$ cat config.mk
export PLATFORM = sky130hd
export DESIGN_NAME = obstacle_gen
export DESIGN_NICKNAME = d
export VERILOG_FILES = /design/src/rtl/dino_pkg.sv /design/src/rtl/obstacle_gen_lfsr8.sv /design/src/rtl/obstacle_gen.sv
export SDC_FILE = /design/constraint.sdc
export NUM_CORES = 1
export LEC_CHECK = 0
export BUFFER_PORTS_ARGS = -buffer_cell sky130_fd_sc_hd__buf_2
export CORE_MARGIN = 4
export CORE_UTILIZATION = 30
export DETAILED_ROUTE_END_ITERATION = 16
export GPL_TIMING_DRIVEN = 0
export HOLD_SLACK_MARGIN = 0.08
export PLACE_DENSITY_LB_ADDON = 0.05
export SLEW_MARGIN = 20
export SYNTH_ARGS = -nofsm -noshare
export SYNTH_HDL_FRONTEND = slang
export SYNTH_SLANG_ARGS = --single-unit
$ cat constraint.sdc
create_clock -name clk -period 3.2 [get_ports clk]
set_input_delay 0.48 -clock clk [delete_from_list [all_inputs] [get_ports clk]]
set_output_delay 0.48 -clock clk [all_outputs]
set_load 0.03 [all_outputs]
$ cat src/rtl/dino_pkg.sv
// Shared constants and types for the dino game pixel pipeline.
// Screen geometry, obstacle heights, LFSR setup and the game state encoding.
package dino_pkg;

    localparam int unsigned SCREEN_W    = 640;
    localparam int unsigned SCREEN_H    = 480;
    localparam int unsigned GROUND_Y    = 400;
    localparam int unsigned OBS_H_TALL  = 40;
    localparam int unsigned OBS_H_SHORT = 24;

    // Bit i set means stage i+1 feeds back: x^8 + x^6 + x^5 + x^4 + 1.
    localparam logic [7:0] LFSR_SEED = 8'hA5;
    localparam logic [7:0] LFSR_TAPS = 8'hB8;

    typedef enum logic [1:0] {
        ST_IDLE,
        ST_RUN,
        ST_HALT
    } game_state_t;

    typedef struct packed {
        logic       valid;
        logic [9:0] x;
        logic       tall;
    } obstacle_t;

    // First row covered by an obstacle of the given height class.
    function automatic logic [9:0] obs_top(input logic tall);
        return tall ? 10'(GROUND_Y - OBS_H_TALL) : 10'(GROUND_Y - OBS_H_SHORT);
    endfunction

endpackage

$ cat src/rtl/obstacle_gen_lfsr8.sv
// 8-bit Fibonacci LFSR used to randomise obstacle spacing and height.
// Shifts towards the MSB; the feedback bit enters at bit 0.
module lfsr8
    import dino_pkg::*;
(
    input  logic       clk,
    input  logic       rst,
    input  logic       en,
    output logic [7:0] q
);

    // NOTE: registers update with <= so every flop samples pre-edge values, whatever the block order.
    always_ff @(posedge clk or posedge rst) begin
        if (rst) begin
            q <= LFSR_SEED;
        end else if (en) begin
            q <= {q[6:0], ^(q & LFSR_TAPS)};
        end
    end

endmodule

$ cat src/rtl/obstacle_gen.sv
// Obstacle field for the dino game: two scrolling cactus slots, spawn pacing,
// IDLE/RUN/HALT game state and a registered per-pixel obstacle hit.
module obstacle_gen
    import dino_pkg::*;
#(
    parameter int unsigned OBS_W   = 16,
    parameter int unsigned SPEED   = 4,
    parameter int unsigned SPAWN_X = SCREEN_W,
    parameter int unsigned MIN_GAP = 24
) (
    input  logic       clk,
    input  logic       rst,
    input  logic [9:0] i_hpos,
    input  logic [9:0] i_vpos,
    input  logic       i_game_tick_20hz,
    input  logic       i_game_start_pulse,
    input  logic       i_collision,
    output logic       o_color_obstacle,
    output logic       o_running
);

    game_state_t state;
    logic [6:0]  gap_cnt;
    logic [6:0]  gap_seed;
    logic [7:0]  lfsr_q;
    logic        tick_run;
    logic        spawn;
    logic        spawn_idx;
    logic [1:0]  moved_valid;
    logic [1:0]  hit;
    logic        unused_lfsr_bits;

    // Start beats everything; a collision swallows a coincident tick.
    assign tick_run = i_game_tick_20hz && (state == ST_RUN)
                      && !i_game_start_pulse && !i_collision;

    assign gap_seed         = 7'(MIN_GAP) + 7'(lfsr_q[4:0]);
    assign spawn            = tick_run && (gap_cnt == 7'd0) && !(&moved_valid);
    assign spawn_idx        = moved_valid[0];
    assign unused_lfsr_bits = ^lfsr_q[6:5];

    lfsr8 u_lfsr (
        .clk (clk),
        .rst (rst),
        .en  (tick_run),
        .q   (lfsr_q)
    );

    always_ff @(posedge clk or posedge rst) begin
        if (rst) begin
            state     <= ST_IDLE;
            o_running <= 1'b0;
            gap_cnt   <= '0;
        end else if (i_game_start_pulse) begin
            state     <= ST_RUN;
            o_running <= 1'b1;
            gap_cnt   <= gap_seed;
        end else if (state == ST_RUN && i_collision) begin
            state     <= ST_HALT;
            o_running <= 1'b0;
        end else if (tick_run) begin
            if (gap_cnt != 7'd0) begin
                gap_cnt <= gap_cnt - 7'd1;
            end else if (spawn) begin
                gap_cnt <= gap_seed;
            end
        end
    end

    for (genvar i = 0; i < 2; i++) begin : g_slot
        obstacle_t slot;
        logic      expired;

        assign expired        = slot.x < 10'(SPEED);
        assign moved_valid[i] = slot.valid && !expired;

        // A slot spawned on this tick keeps SPAWN_X until the next tick.
        always_ff @(posedge clk or posedge rst) begin
            if (rst) begin
                slot <= '0;
            end else if (i_game_start_pulse) begin
                slot <= '0;
            end else if (tick_run) begin
                if (spawn && spawn_idx == 1'(i)) begin
                    slot <= '{valid: 1'b1, x: 10'(SPAWN_X), tall: lfsr_q[7]};
                end else begin
                    slot.valid <= moved_valid[i];
                    if (moved_valid[i]) begin
                        slot.x <= slot.x - 10'(SPEED);
                    end
                end
            end
        end

        // Horizontal test at 11 bits so x + OBS_W cannot wrap.
        assign hit[i] = slot.valid
                        && ({1'b0, i_hpos} >= {1'b0, slot.x})
                        && ({1'b0, i_hpos} <  {1'b0, slot.x} + 11'(OBS_W))
                        && (i_vpos >= obs_top(slot.tall))
                        && (i_vpos <  10'(GROUND_Y));
    end

    always_ff @(posedge clk or posedge rst) begin
        if (rst) begin
            o_color_obstacle <= 1'b0;
        end else begin
            o_color_obstacle <= |hit;
        end
    end

endmodule

Yosys cells after proc, flatten, opt, wreduce, memory -nomap -nowiden
Index checks and enable logic that the tools add are counted.
Widths: inputs -> output; s select.

cells by class
  add/sub/neg operators = 6
  $mul = 0
  divide/modulo/power cells = 0
  order comparisons = 9
  eq/ne operators = 2
  shift-type cells = 0
  muxes and demuxes = 21
  bitwise gates (word level) = 1
  reduce and logical (&&, ||, !) cells = 40

operator list
  cell                   number
  $mux 12                4
  $mux 7                 5
  $add 10x5->11 const B  2
  $lt 10x11->1           2
  $mux 11                2
  $ge 10x10->1           2
  $ge 10x9->1            2
  $lt 10x3->1 const B    2
  $mux 10                2
  $sub 10x3->10 const B  2
  $logic_and 1x1->1      18
  $lt 10x9->1 const B    1
  $mux 5                 2
  $reduce_and 2->1       5
  $reduce_bool 3->1      3
  $reduce_bool 2->1      4
  $reduce_xor 8->1       1
  $logic_not 7->1        1
  $reduce_bool 7->1      1
  $sub 7x1->7 const B    1
  $add 5x5->6 const A    1
  $logic_not 1->1        5
  $mux 1                 4
  $mux 2                 2
  other kinds (5)        5

storage, ports and cells
  flip-flop bits (word level) = 43
  latch bits = 0
  bits in writable memories = 0
  memory bits (read-only) = 0
  output and inout bits = 2
  word-level logic and storage cells = 90
  memories = 0

Depth between registers and ports, before layout
  depth after elaboration = 11
  gate-level depth with buffers = 10

Cells and area by module
A second synthesis with hierarchy kept.

second synthesis, totals
  cells, all modules = 317
  area, all modules = 2884.0 sq um

by module, submodules not included
  module        instances  cells each  area an instance (sq um)  sequential area each (sq um)
  obstacle_gen  1          295         2556.2                    750.7
  lfsr8         1          22          327.8                     205.2

Least setup slack after synthesis
No wires, ideal clock.

  path kind = reg2reg
  start = register g_slot[1].slot[5] (netlist bit)
  end = register gap_cnt[4]
  arrival = 1.857 ns
  slack = 1.217 ns
  cell stages (with the launch flop) = 8
  path buffers = 0
  clock period less this slack = 1.983 ns
  cell sequence = dfrtp_1 inv_1 ha_1 nand4bb_2 o31ai_4 o311a_2 and3b_1 o32a_1

on the way
  word-level cells in the longest chain between the ends = 8

ends and longest elaborated chain
  item                                line                RTL
  start, declared                     obstacle_gen.sv:71  obstacle_t slot;
  start signal, assigned              obstacle_gen.sv:85  slot <= '{valid: 1'b1, x: 10'(SPAWN_X), tall: lfsr_q[7]};
  $lt 10x3->1                         obstacle_gen.sv:74  assign expired = slot.x < 10'(SPEED);
  $logic_not 1->1                     obstacle_gen.sv:75  assign moved_valid[i] = slot.valid && !expired;
  $logic_and 1x1->1                   obstacle_gen.sv:75
  $reduce_and 2->1                    obstacle_gen.sv:38  assign spawn = tick_run && (gap_cnt == 7'd0) && !(&moved_valid);
  $logic_not 1->1                     obstacle_gen.sv:38
  $logic_and 1x1->1                   obstacle_gen.sv:38
  $reduce_bool 3->1 (no source line)  n/a
  $reduce_and 3->1 (no source line)   n/a
  end signal, assigned                obstacle_gen.sv:57  gap_cnt <= gap_seed;
  end signal, assigned                obstacle_gen.sv:63  gap_cnt <= gap_cnt - 7'd1;
  end signal, assigned                obstacle_gen.sv:65  gap_cnt <= gap_seed;
  end, declared                       obstacle_gen.sv:23  logic [6:0] gap_cnt;

Every way passes these cells.
A chain may end at the register's enable or synchronous reset.

Final worst setup path
  start = register g_slot[0].slot[5] (netlist bit)
  end = register gap_cnt[4]

on the way
  word-level cells in the longest chain between the ends = 8

ends and longest elaborated chain
  item                                line
  start, declared                     obstacle_gen.sv:71
  start signal, assigned              obstacle_gen.sv:85
  $lt 10x3->1                         obstacle_gen.sv:74
  $logic_not 1->1                     obstacle_gen.sv:75
  $logic_and 1x1->1                   obstacle_gen.sv:75
  $reduce_and 2->1                    obstacle_gen.sv:38
  $logic_not 1->1                     obstacle_gen.sv:38
  $logic_and 1x1->1                   obstacle_gen.sv:38
  $reduce_bool 3->1 (no source line)  n/a
  $reduce_and 3->1 (no source line)   n/a

Every way passes these cells.

==> impl_metrics.ini <==
[clocking]
max_clock_buf_depth = 2
clock_tree_from_tritoncts = built
postCtsHoldBufs = 0
cts_max_level = 2
clock_insertion_delay_worst_skew_ns = 0.29
cts-root-buf = sky130_fd_sc_hd__clkbuf_8
tritoncts.num_buffers = 5
numClockSinks = 38
post_cts_resize_count = 0
cts.clk_slew.worst_paths_ns = 0.08
post_cts_setup_buffer_count = 0

[timing]
drv_slew = 0
period_share = 0.717
achievable-frequency_ghz = 0.436
min_period_ns = 2.29
grt_setup_unrepaired = false
final-hold-violation-count = 0
fin_skew_ns = 0.00875
setup_viol_count_final = 0
slew_headroom = 0.578
timing_worst_slew_pin_value_ns = 0.633
totalNegativeSetupSlack_ns = 0
final_critical_path_setup_slack_ns = 0.907

[global_route]
grt_first_pass_wirelength_mm = 13.1
grt_antenna_before_repair = 0
first_global_vias = 2480
overflow = 0
grt_util_all_layers = 0.144
pin_count_of_the_biggest_net_entering_global_routing = 31

[floorplanning]
floorplan.initialDensity = 0.314
die_area_mm2 = 0.0115
fp.coreArea_mm2 = 0.00942
chipWidth_um = 107
die_y_um = 107
top_level_ports = 27
fp-row-count = 35

[power]
ir_drop_uv = 355
powerDensity_mw_per_mm2 = 408
report.power.total_uw = 1370
power.static_leakage_uw = 0.00144

[critical_path]
cp_slowest_stage_delay_ns = 0.51
arrival_ns = 2.46
setup.worst_path.class = reg -> reg
cpLargestDelayFamily = compound AO/OA/AOI/OAI gates
cp_data_required_time_ns = 3.37
critical_path.max_fanout = 7
crit_chain = inv_1 -> ha_1 -> nand4bb_4 -> o31ai_2 -> o311a_2 -> and3b_1 -> o32a_1
setup.worst_path.end_class = flip-flop
timing.critical_path.slowest_stage_cell = sky130_fd_sc_hd__dfrtp_1
critical_path_buf_inv_count = 1
timing.critical_path.from_type = flip-flop

[routing]
drt_pass1_iterations = 6
first_iter_violations = 94
number_of_drc_violations_after_detailed_routing = 0
avgRoutedWirePerCell_um = 16.3
detail-route-antenna-nets = 0
drt_wl_total_mm = 7.92
viasPerCell = 5.09
dr_total_vias = 2481

[job]
cap_viol_max_count = 0

[synth]
mappedNetlistNets = 392
syn-mean-instance-area_um2 = 8.99
share_of_the_yosys_chip_area_belonging_to_registers = 0.323
instance_count_of_the_mapped_netlist = 329
xor_and_xnor_fraction_of_the_mapped_netlist_area = 0.0355
synth_edf_count = 0
synth_async_sr_flop_share = 1.00
synth.distinct_cells = 61
post_synth_fa_ha_maj_area_fraction = 0.161
postSynthRegisterBits = 38
synth_top_family_by_area = compound AO/OA/AOI/OAI gates
synth_compound_gate_area_share = 0.218
simple_gate_share_of_the_synthesized_area = 0.197
syn_area_mm2 = 0.00296
synth-main-ff-cell = sky130_fd_sc_hd__dfrtp_1
yosys-mux-area-fraction = 0.0106
yosysWarnings = 0

[placed_design]
last_weighted_congestion_value_of_the_routability_driven_placer = 0.758
detailed_place_hpwl_mm = 6.15
dp_slack_ns = 0.797
placement.io_buffers = 20

[worst_hold_path]
min-delay-path-class = in -> async

[finish]
drive_above_1_share = 0.140
fin_nets = 420
final_core_util = 0.355
layout-area-overhead-vs-synth_pct = 13.1
fillCellCount = 1003
diodes = 0

[status]
run_status = finished clean
[Yosys cell counts (11+ instances only)]
cell	instances	area share
sky130_fd_sc_hd__nor2_1	16	0.020
sky130_fd_sc_hd__dfrtp_1	34	0.29
sky130_fd_sc_hd__nand3_1	16	0.027
sky130_fd_sc_hd__a21oi_1	20	0.034
sky130_fd_sc_hd__o21ai_0	20	0.034
sky130_fd_sc_hd__xnor2_1	11	0.033
sky130_fd_sc_hd__ha_1	38	0.16
sky130_fd_sc_hd__nor3_1	15	0.025
sky130_fd_sc_hd__inv_1	32	0.041
sky130_fd_sc_hd__nand2_1	31	0.039
[registers in the layout (all words and copies together), names as in the netlist]
| signal | count |
|---|---|
| g_slot.slot | 20 |
| gap_cnt | 7 |
| o_color_obstacle | 1 |
| state | 2 |
| u_lfsr.q | 8 |
[power breakdown]
part           internal [µW]  switching [µW]
registers                567            73.5
logic                    144             173
clock network            233             174
[metal layers]
metal  part of all wire  GRT usage
met5                  0          0
met4             0.0067     0.0329
met3              0.036     0.0234
met2               0.48      0.243
met1               0.48      0.194
[through the flow]
| step | area [µm²] | std cells | hold slack (ns) |
|---|---|---|---|
| 2_1_floorplan | 2960 | 329 | 0.440 |
| 3_3_place_gp | 3220 | 478 | 0.459 |
| 3_5_place_dp | 3240 | 479 | 0.415 |
| 4_1_cts | 3350 | 487 | 0.0888 |
| 5_1_grt | 3350 | 487 | 0.0893 |
| 6_report | 3350 | 487 | 0.0904 |
[layout by cell type, fill, tap and decap left out, types with 6 or more instances in the layout]
cell / n
sky130_fd_sc_hd__buf_2: 22
sky130_fd_sc_hd__xnor2_1: 11
sky130_fd_sc_hd__nand2_1: 31
sky130_fd_sc_hd__nor2_1: 16
sky130_fd_sc_hd__ha_1: 38
sky130_fd_sc_hd__a21oi_1: 20
sky130_fd_sc_hd__o21ai_0: 20
sky130_fd_sc_hd__dfrtp_1: 34
sky130_fd_sc_hd__a221oi_1: 6
sky130_fd_sc_hd__nand4_1: 6
sky130_fd_sc_hd__nor3_1: 15
sky130_fd_sc_hd__clkbuf_1: 8
sky130_fd_sc_hd__a21o_1: 6
sky130_fd_sc_hd__nand3_1: 16
sky130_fd_sc_hd__inv_1: 31
[logic make-up after synthesis]
family,Yosys count
buf+inv,41
flops,38
fa+ha+maj,38
xor+xnor,12
mux,3
simple gates,106
compound gates,91
[worst paths after layout]
kind	from	endpoint	slack (ns)	cells after the start
worst min-delay path	rst	g_slot[1].slot[4]	0.09	2
worst min register to register	u_lfsr.q[6]	u_lfsr.q[6]	0.48	2
min in group clk	u_lfsr.q[6]	u_lfsr.q[6]	0.48	2
max in group asynchronous	rst	u_lfsr.q[7]	2.60	3
worst max register to register	g_slot[0].slot[5]	gap_cnt[4]	0.91	7
worst max-delay path	g_slot[0].slot[5]	gap_cnt[4]	0.91	7
[area by class of cell]
type,instances,area [µm²],area share
Buffer,9,43.8,0.0131
Clock buffer,7,76.3,0.0228
Clock inverter,1,30.0,0.00897
Inverter,32,120,0.0359
Multi-Input combinational cell,250,1840,0.550
Sequential cell,38,956,0.286
Tap cell,129,161,0.0482
Timing Repair Buffer,21,120,0.0359
Note: power is estimated with default switching activity, not from simulation.
